--- src/rtl/result_collector.sv ---
// Gathers the nine elements of a 3x3 result matrix in any order, then streams
// them out in row-major order over a valid/ready handshake.
module result_collector #(
  parameter int DW = 32
) (
  input  logic          clk,
  input  logic          reset,
  input  logic          clear,
  input  logic          res_valid,
  input  logic [3:0]    res_idx,
  input  logic [DW-1:0] res_data,
  output logic          res_ready,
  output logic          m_valid,
  input  logic          m_ready,
  output logic [DW-1:0] m_data,
  output logic [3:0]    m_idx,
  output logic          m_last,
  output logic          busy,
  output logic          err
);

  localparam logic COLLECT = 1'b0;
  localparam logic DRAIN   = 1'b1;

  logic          state;
  logic [DW-1:0] mem [0:8];
  logic [8:0]    mask;
  logic [3:0]    ptr;

  logic [1:0] wr_row;
  logic [1:0] wr_col;
  logic [3:0] wr_entry;
  logic       bad_idx;
  logic       in_hs;
  logic       out_hs;

  always_comb begin
    wr_row   = res_idx[1:0];
    wr_col   = res_idx[3:2];
    bad_idx  = (wr_row == 2'd3) || (wr_col == 2'd3);
    // row*3 + col, formed as row*2 + row + col
    wr_entry = {1'b0, wr_row, 1'b0} + {2'b00, wr_row} + {2'b00, wr_col};
    in_hs    = res_valid & res_ready;
    out_hs   = m_valid & m_ready;
  end

  always_comb begin
    res_ready = (state == COLLECT);
    m_valid   = (state == DRAIN);
    busy      = (state == DRAIN);
    m_last    = (state == DRAIN) && (ptr == 4'd8);
    m_data    = (state == DRAIN) ? mem[ptr] : '0;
    m_idx     = '0;
    if (state == DRAIN) begin
      case (ptr)
        4'd0:    m_idx = 4'h0;
        4'd1:    m_idx = 4'h4;
        4'd2:    m_idx = 4'h8;
        4'd3:    m_idx = 4'h1;
        4'd4:    m_idx = 4'h5;
        4'd5:    m_idx = 4'h9;
        4'd6:    m_idx = 4'h2;
        4'd7:    m_idx = 4'h6;
        4'd8:    m_idx = 4'hA;
        default: m_idx = 4'h0;
      endcase
    end
  end

  always_ff @(posedge clk) begin
    if (reset) begin
      state <= COLLECT;
      mask  <= '0;
      ptr   <= '0;
      err   <= 1'b0;
      mem   <= '{default: '0};
    end else if (clear) begin
      state <= COLLECT;
      mask  <= '0;
      ptr   <= '0;
      err   <= 1'b0;
    end else begin
      case (state)
        COLLECT: begin
          // A full mask seen here gives the one-cycle entry latency into DRAIN
          if (mask == '1) begin
            state <= DRAIN;
            ptr   <= '0;
          end
          if (in_hs) begin
            if (bad_idx) begin
              err <= 1'b1;
            end else begin
              mem[wr_entry]  <= res_data;
              mask[wr_entry] <= 1'b1;
              if (mask[wr_entry]) err <= 1'b1;
            end
          end
        end
        DRAIN: begin
          if (out_hs) begin
            if (ptr == 4'd8) begin
              mask  <= '0;
              ptr   <= '0;
              state <= COLLECT;
            end else begin
              ptr <= ptr + 4'd1;
            end
          end
        end
        default: state <= COLLECT;
      endcase
    end
  end

endmodule

--- config.mk ---
export PLATFORM = sky130hd
export DESIGN_NAME = result_collector
export DESIGN_NICKNAME = d
export VERILOG_FILES = /design/src/rtl/result_collector.sv
export SDC_FILE = /design/constraint.sdc
export NUM_CORES = 1
export LEC_CHECK = 0
export ABC_AREA = 1
export CAP_MARGIN = 25
export CELL_PAD_IN_SITES_DETAIL_PLACEMENT = 2
export CELL_PAD_IN_SITES_GLOBAL_PLACEMENT = 2
export CORE_ASPECT_RATIO = 0.7
export CORE_UTILIZATION = 35
export CTS_BUF_LIST = sky130_fd_sc_hd__clkbuf_8
export DETAILED_ROUTE_END_ITERATION = 16
export GPL_ROUTABILITY_DRIVEN = 0
export HOLD_SLACK_MARGIN = 0.06
export PLACE_DENSITY = 0.91
export SLEW_MARGIN = 15
export SYNTH_ARGS = -nofsm -noshare
export SYNTH_HDL_FRONTEND = slang
export SYNTH_SLANG_ARGS = --single-unit
--- constraint.sdc ---
create_clock -name clk -period 3 [get_ports clk]
set_clock_uncertainty 0.1 [all_clocks]
set_input_delay 0.45 -clock clk [delete_from_list [all_inputs] [get_ports clk]]
set_output_delay 0.45 -clock clk [all_outputs]
set_load 0.02 [all_outputs]
## Word-level counts from Yosys, hierarchy flattened

Memories as Yosys holds them, arrays and structs flattened. A register that Yosys moved wholly into a read port is not among the register bits.
Cells that the tools add are included.

| storage, ports and cells | value |
|---|---|
| latch bits | 0 |
| memories | 1 |
| output and inout port bits | 41 |
| register bits after elaboration | 303 |
| word-level logic and storage cells | 78 |
| RAM bits | 0 |
| bits in read-only memories | 64 |
| input port bits | 41 |

Memory list:

| memory | depth | width | rd ports | clocked after Yosys merged registers in | wr ports | line | text |
|---|---|---|---|---|---|---|---|
| (name not given) | 16 | 4 | 1 | 1 | 0 | 55 | `case (ptr)` |

| operators by class | value |
|---|---|
| multiply operators | 0 |
| shifts and indexed selects | 0 |
| add/subtract/negate cells | 3 |
| div/mod/pow operators | 0 |
| bitwise operators | 8 |
| equal/unequal tests | 9 |
| multiplexer cells | 29 |
| reduce and logical (&&, ||, !) cells | 10 |
| magnitude comparators | 5 |

Operator list:

| operator | number |
|---|---|
| $bwmux W288 | 1 |
| $bmux W32 S4 | 1 |
| $demux W32 S4 | 1 |
| $mux W32 | 4 |
| $mux W9 | 4 |
| $mux W4 | 6 |
| $pmux W9 S2 | 1 |
| $ge A5 B5 Y1 const B | 2 |
| $not A4 Y5 | 2 |
| $eq A9 B9 Y1 const B | 1 |
| $or A9 B9 Y9 | 1 |
| $ne A2 B1 Y1 const B | 4 |
| $pmux W4 S2 | 1 |
| $reduce_and A4 Y1 | 2 |
| $mux W1 | 7 |
| $lt A4 B5 Y1 const B | 1 |
| $lt A5 B1 Y1 const B | 1 |
| $add A3 B2 Y4 | 1 |
| $add A4 B1 Y4 const B | 1 |
| $add A4 B2 Y4 | 1 |
| $bmux W1 S4 | 1 |
| $demux W1 S4 | 1 |
| $eq A2 B2 Y1 const B | 2 |
| $eq A4 B4 Y1 const B | 1 |
| 11 further kinds | 16 |

## Longest topological paths before layout

| logic depth | value |
|---|---|
| depth after elaboration | 10 |
| mapped depth | 14 |
| mapped depth without buffers | 13 |

## Worst setup path before layout

OpenSTA, ideal clock, no wires.

| path | value |
|---|---|
| path kind | in2reg |
| from | input port res_idx[0] |
| to | register mem[253] in the netlist's numbering |
| buffers on the path | 1 |
| library setup time | 132 ps |
| stages | 10 |
| data required time | 2,768 ps |
| setup slack | 228 ps |
| arrival time | 2,540 ps |
| path through | fa_1 -> ha_1 -> inv_1 -> fa_1 -> nand2_1 -> nor3_1 -> nand2_1 -> clkbuf_1 -> nand2_1 -> a21oi_1 |

| on the way | value |
|---|---|
| cells in the longest elaborated chain, start to end | 8 |
| elaborated cells between the ends (all ways) | 13 |
| those cells by class | add/sub (2); order compare (2); eq/ne (1); mux (3); bitwise (2); reduce/logical (3) |

RTL lines:

| element | line | text |
|---|---|---|
| from (decl) | 10 | `input logic [3:0] res_idx,` |
| $add A3 B2 Y4 | 42 | `wr_entry = {1'b0, wr_row, 1'b0} + {2'b00, wr_row} + {2'b00, wr_col};` |
| $add A4 B2 Y4 | 42 |  |
| $not A4 Y5 (implied by the code) | 94 | `mem[wr_entry] <= res_data;` |
| $ge A5 B5 Y1 (implied by the code) or $lt A5 B1 Y1 (tied branches) | 94 |  |
| $logic_and A1 B1 Y1 (implied by the code) | 94 |  |
| $mux W32 (implied by the code) | 94 |  |
| $demux W32 S4 | 94 |  |
| $bwmux W288 | 94 |  |
| to (signal, indexed assignment) | 94 |  |
| to (decl) | 26 | `logic [DW-1:0] mem [0:8];` |

Several ways; a longest one is shown, not always the timed one.
A chain may end at the register's enable or synchronous reset.

## Final worst setup path

| path | value |
|---|---|
| from | register ptr[0] |
| to | output port m_data[22] |

| on the way | value |
|---|---|
| cells in the longest elaborated chain, start to end | 5 |

RTL lines:

| element | line | text |
|---|---|---|
| from (decl) | 28 | `logic [3:0] ptr;` |
| from (signal assigned) | 107 | `ptr <= ptr + 4'd1;` |
| $not A4 Y5 (implied by the code) | 52 | `m_data = (state == DRAIN) ? mem[ptr] : '0;` |
| $bmux W32 S4 | 52 |  |
| $mux W32 (implied by the code) (2 in series) | 52 |  |
| $mux W32 | 52 |  |
| to (decl) | 15 | `output logic [DW-1:0] m_data,` |

Every way passes these cells. The select of a mux whose other input is x is not followed.

==> results.md <==
Outcome:
- The flow ran to the end, but the final reports show violations.
- The final reports fail on setup timing.

STA:
- The final-report max-slew violation count is 0.
- The fmax is 323 MHz.
- The setup slack after layout is -0.100 ns.
- The final number of hold-violating endpoints is 0.
- Setup repair after global routing could not meet its margin everywhere.
- Of the available clock period, the critical path in the final layout requires 103%.
- Measured against its own limit, the worst slew margin works out to 36.6%.
- The minimum clock period is 3.10 ns.
- Setup violations remaining at the end of the flow were counted as 4.
- The hold slack is 0.0996 ns.
- The actual transition at the worst max-transition pin is 0.951 ns.

Layout:
- Leaving out filler cells and counting taps, the final layout contains 2,645.
- The area growth from synthesis to layout is 24.7%.
- The final design utilization is 44.4%.
- The post-layout net count is 2,130.
- The area occupied by registers is 6150 um^2.
- The footprint of the multi-input gates is 6810 um^2.
- Cells with a size suffix above 1 make up 13.6% of the layout.
- The diode insertion count for antenna repair is 0.
- Counting the fill cells in the layout gives 4,405.
- The finished layout cell area is 17,100 um^2.

Global route:
- The initial antenna violation count is 1.
- The wire length of the first global-routing pass is 109,000 um.
- After global routing the overflow that remains totals 0.
- Entering global routing, the biggest net connects 183 pins.
- met2 is the most crowded layer.
- In the global route stage, met1 resource usage came out at 41.8%.
- The overall global routing resource usage is 35.8%.
- The number of global-route vias before repair was 17,700.
- The met3 layer usage reported by global route is 6.15%.
- In the global route stage, met2 resource usage came out at 62.1%.

Synthesis:
- The count of flip-flops with a built-in enable after synthesis is 0.
- The gate count of the mapped netlist is 2,011.
- The simple-gate area share of the yosys netlist is 26.4%.
- The number of register bits inferred by synthesis is 307.
- The fraction of synthesized cell area taken by the top area cell type is 44.7%.
- The number of nets in the synthesized netlist is 2,064.
- During synthesis, Yosys emitted a total of 0 warnings.
- The async set-or-reset flop fraction in the synthesized netlist is 0%.
- Multiplexer cells account for 0% of the synthesized area.
- The netlist area before placement is 13,700 um^2.
- Ranked by total cell area, the synthesized netlist is headed by sky130_fd_sc_hd__dfxtp_1 (45%), sky130_fd_sc_hd__nand2_1 (18%), sky130_fd_sc_hd__a21oi_1 (12%), sky130_fd_sc_hd__nor2_1 (5.8%), sky130_fd_sc_hd__o21ai_0 (4.8%).
- The count of cell types in the netlist is 24.
- The commonest cells after synthesis are sky130_fd_sc_hd__nand2_1 (651), sky130_fd_sc_hd__a21oi_1 (335), sky130_fd_sc_hd__dfxtp_1 (307), sky130_fd_sc_hd__nor2_1 (212), sky130_fd_sc_hd__o21ai_0 (131).
- The largest family of logic cells by synthesized area is simple AND/OR/NAND/NOR gates.
- sky130_fd_sc_hd__dfxtp_1 takes more of the synthesized area than any other cell.
- The library cell with the highest instance count after synthesis is sky130_fd_sc_hd__nand2_1.
- Of the total synthesized cell area, the portion taken by XOR and XNOR cells is 0.0637%.
- The mean instance size in the synthesized netlist is 6.83 um^2.
- In the synthesized netlist the dominant register cell turns out to be sky130_fd_sc_hd__dfxtp_1.
- The arithmetic-cell share of the synthesized area counting full adders, half adders and majority gates is 1.20%.
- Summing the sequential cell areas from Yosys gives 44.7% of the chip area.
- Summing the areas of all compound-gate instances in the mapped netlist gives 20.5% of the synthesized area.

Route:
- The count of nets left with antenna violations once routing finished came out at 0.
- Using the TritonRoute via totals, the vias-per-cell ratio works out to 5.97.
- After detailed routing, the average wire length per cell comes to 28.9 um.
- The violation count after the first detailed-routing iteration is 1,385.
- Before antenna repair, the detailed router went through 6 iterations.
- The detailed-route wire length is 76,300 um.
- For this run, design rule violations remaining after detail routing come to 0.
- The routed layout has 15,800 vias.

Placement:
- OpenSTA, run right after detailed placement, puts the worst setup slack at -0.753 ns.
- Buffers placed on the I/O ports in this run total 81.
- After legalization and detailed placement, the total HPWL measured 38,200 um.
- Including well taps, the total number of placed cells is 2,522.
- The placed standard-cell area is 15,400 um^2.

Worst setup path:
- The launching point of the worst reg2reg path is busy.
- The worst reg-to-reg path cell count is 12.
- STA puts the critical path data arrival time at 2.55 ns.
- The minimum setup slack among reg-to-reg paths is 0.25 ns.
- STA classifies the critical path endpoint as an output port.
- By startpoint and endpoint, the worst setup path is classified as flip-flop to output port.
- At the worst endpoint, the required time is 2.45 ns.
- The worst setup path is launched from a flip-flop.
- In this run the worst path has a maximum fanout of 29.

Clock tree:
- The number of levels in the clock H-tree is 2.
- The clock buffer count from CTS is 51.
- The cell sitting at the root of the clock tree is a sky130_fd_sc_hd__clkbuf_8.
- For this design, the sink count on the clock tree is 307.
- The clock-pin slew on the worst setup and hold paths is 0.08 ns.
- The number of buffers on the longest clock path is 3.
- The clock latency on the worst-skew pair is 0.64 ns.
- TritonCTS built the clock tree.

Min path:
- The worst hold path belongs to the class primary input to flip-flop.
- The worst hold path was traced through 2 stages.
- For hold timing, the worst endpoint is mem[185].
- The startpoint identified for the worst hold timing path is reset.

Die:
- Row generation in the floorplan step produced 60 rows.
- From bottom edge to top edge, the die measures 168 um.
- The full die area is 40,100 um^2.
- The core region is 38,600 um^2.
- The die is 239 um wide.
- For this configuration, the core starts out at a cell density of 35.6%.
- For this design the top-level I/O count stands at 82.

Job:
- Across the run, the number of max-cap violations was 0.

Power and ir drop:
- Power spread over the standard cell area amounts to 519 nW/um^2.
- The leakage power figure is 0.00611 uW.
- The worst vdd rail ir drop is 0.000276 V.
==> placed cells by master (no fill, tap or decap), types with 2 or more instances in the layout <==
cell type | netlist | routed
sky130_fd_sc_hd__a21oi_1 | 335 | 312
sky130_fd_sc_hd__a21oi_2 | 0 | 23
sky130_fd_sc_hd__buf_12 | 0 | 33
sky130_fd_sc_hd__buf_16 | 0 | 7
sky130_fd_sc_hd__buf_2 | 43 | 12
sky130_fd_sc_hd__buf_4 | 17 | 63
sky130_fd_sc_hd__buf_6 | 0 | 11
sky130_fd_sc_hd__bufbuf_16 | 0 | 2
sky130_fd_sc_hd__clkbuf_16 | 0 | 4
sky130_fd_sc_hd__clkbuf_2 | 1 | 11
sky130_fd_sc_hd__clkbuf_8 | 0 | 66
sky130_fd_sc_hd__clkdlybuf4s50_1 | 0 | 44
sky130_fd_sc_hd__clkinv_2 | 0 | 7
sky130_fd_sc_hd__clkinvlp_4 | 0 | 3
sky130_fd_sc_hd__dfxtp_1 | 307 | 304
sky130_fd_sc_hd__dfxtp_4 | 0 | 2
sky130_fd_sc_hd__dlymetal6s2s_1 | 0 | 3
sky130_fd_sc_hd__ha_1 | 10 | 10
sky130_fd_sc_hd__inv_1 | 36 | 52
sky130_fd_sc_hd__inv_2 | 12 | 10
sky130_fd_sc_hd__inv_4 | 0 | 2
sky130_fd_sc_hd__inv_8 | 0 | 2
sky130_fd_sc_hd__nand2_1 | 651 | 645
sky130_fd_sc_hd__nand2_2 | 2 | 6
sky130_fd_sc_hd__nand2_4 | 0 | 2
sky130_fd_sc_hd__nand3_1 | 52 | 52
sky130_fd_sc_hd__nand4_1 | 6 | 6
sky130_fd_sc_hd__nor2_1 | 212 | 201
sky130_fd_sc_hd__nor2_2 | 2 | 5
sky130_fd_sc_hd__nor2_4 | 3 | 11
sky130_fd_sc_hd__o211ai_1 | 65 | 65
sky130_fd_sc_hd__o21ai_0 | 131 | 118
sky130_fd_sc_hd__o21ai_1 | 0 | 13
==> area by class of cell <==
| class | instances | area share, % |
|---|---|---|
| clock inverters | 29 | 0.920 |
| clock buffers | 65 | 5.22 |
| well taps | 527 | 3.85 |
| repair buffers | 194 | 13.2 |
| multi-input cells | 1474 | 39.7 |
| inverters | 49 | 1.25 |
| flip-flops and latches | 307 | 35.9 |
==> report_power, final <==
part / switching, uW / internal, uW
registers: 29.5 / 4110
clock network: 2090 / 2040
logic: 425 / 188
==> critical path: stages, from the launching register on <==
cell and delay (ns):
sky130_fd_sc_hd__dfxtp_4 0.36, sky130_fd_sc_hd__buf_12 0.16, sky130_fd_sc_hd__clkinv_8 0.11, sky130_fd_sc_hd__buf_12 0.21
sky130_fd_sc_hd__nor2_1 0.08, sky130_fd_sc_hd__o211ai_1 0.31, sky130_fd_sc_hd__nand3_1 0.19, sky130_fd_sc_hd__a21oi_2 0.20
sky130_fd_sc_hd__buf_4 0.15, sky130_fd_sc_hd__buf_4 0.14
==> sequential cells by signal, summed over array words and instances (netlist names), named ones only <==
register	count
mask	9
mem	288
ptr	4
err	1
busy	1
==> stage by stage <==
stage	TNS, ns	total power, uW
after detailed placement	-175.62	4730
after floorplan	0	4490
after global routing	-0.601	9090
after global placement	-125.39	4690
after CTS	-0.00302	8760
final	-0.153	8890
==> kinds of logic after synthesis <==
group | after synthesis
AOI/OAI and AO/OA | 531
xor gates and xnor gates | 1
adders and majority gates | 12
buffers and inverters | 230
DFF | 307
and+or+nand+nor | 930
==> worst max path at each step <==
stage / startpoint / end / slack [ns] / cells past startpoint
floorplan: res_idx[0] / mem[253] / 0.23 / 10
global placement: res_idx[0] / mem[144] / -0.51 / 13
detailed placement: res_idx[0] / mem[214] / -0.75 / 12
CTS: ptr[1] / m_data[22] / -0.003 / 10
global route: ptr[1] / m_data[31] / -0.11 / 8
finish: ptr[0] / m_data[22] / -0.10 / 9
==> timing repair <==
action,4_1_cts,5_1_grt
endpoints found under the setup margin,256,318
buffers inserted,14,5
resized for setup,146,84
endpoints found under the hold margin,0,0
gates cloned,6,4
pin swaps,9,17
hold buffers,0,0
==> per-layer routing <==
layer | vias to the layer above | share of wire [%]
met3 | 330 | 7.9
met4 | 0 | 5.8
met5 | - | 0
met1 | 7952 | 38
met2 | 818 | 48
li1 | 6679 | -
Note: power is estimated with default switching activity, not from simulation.
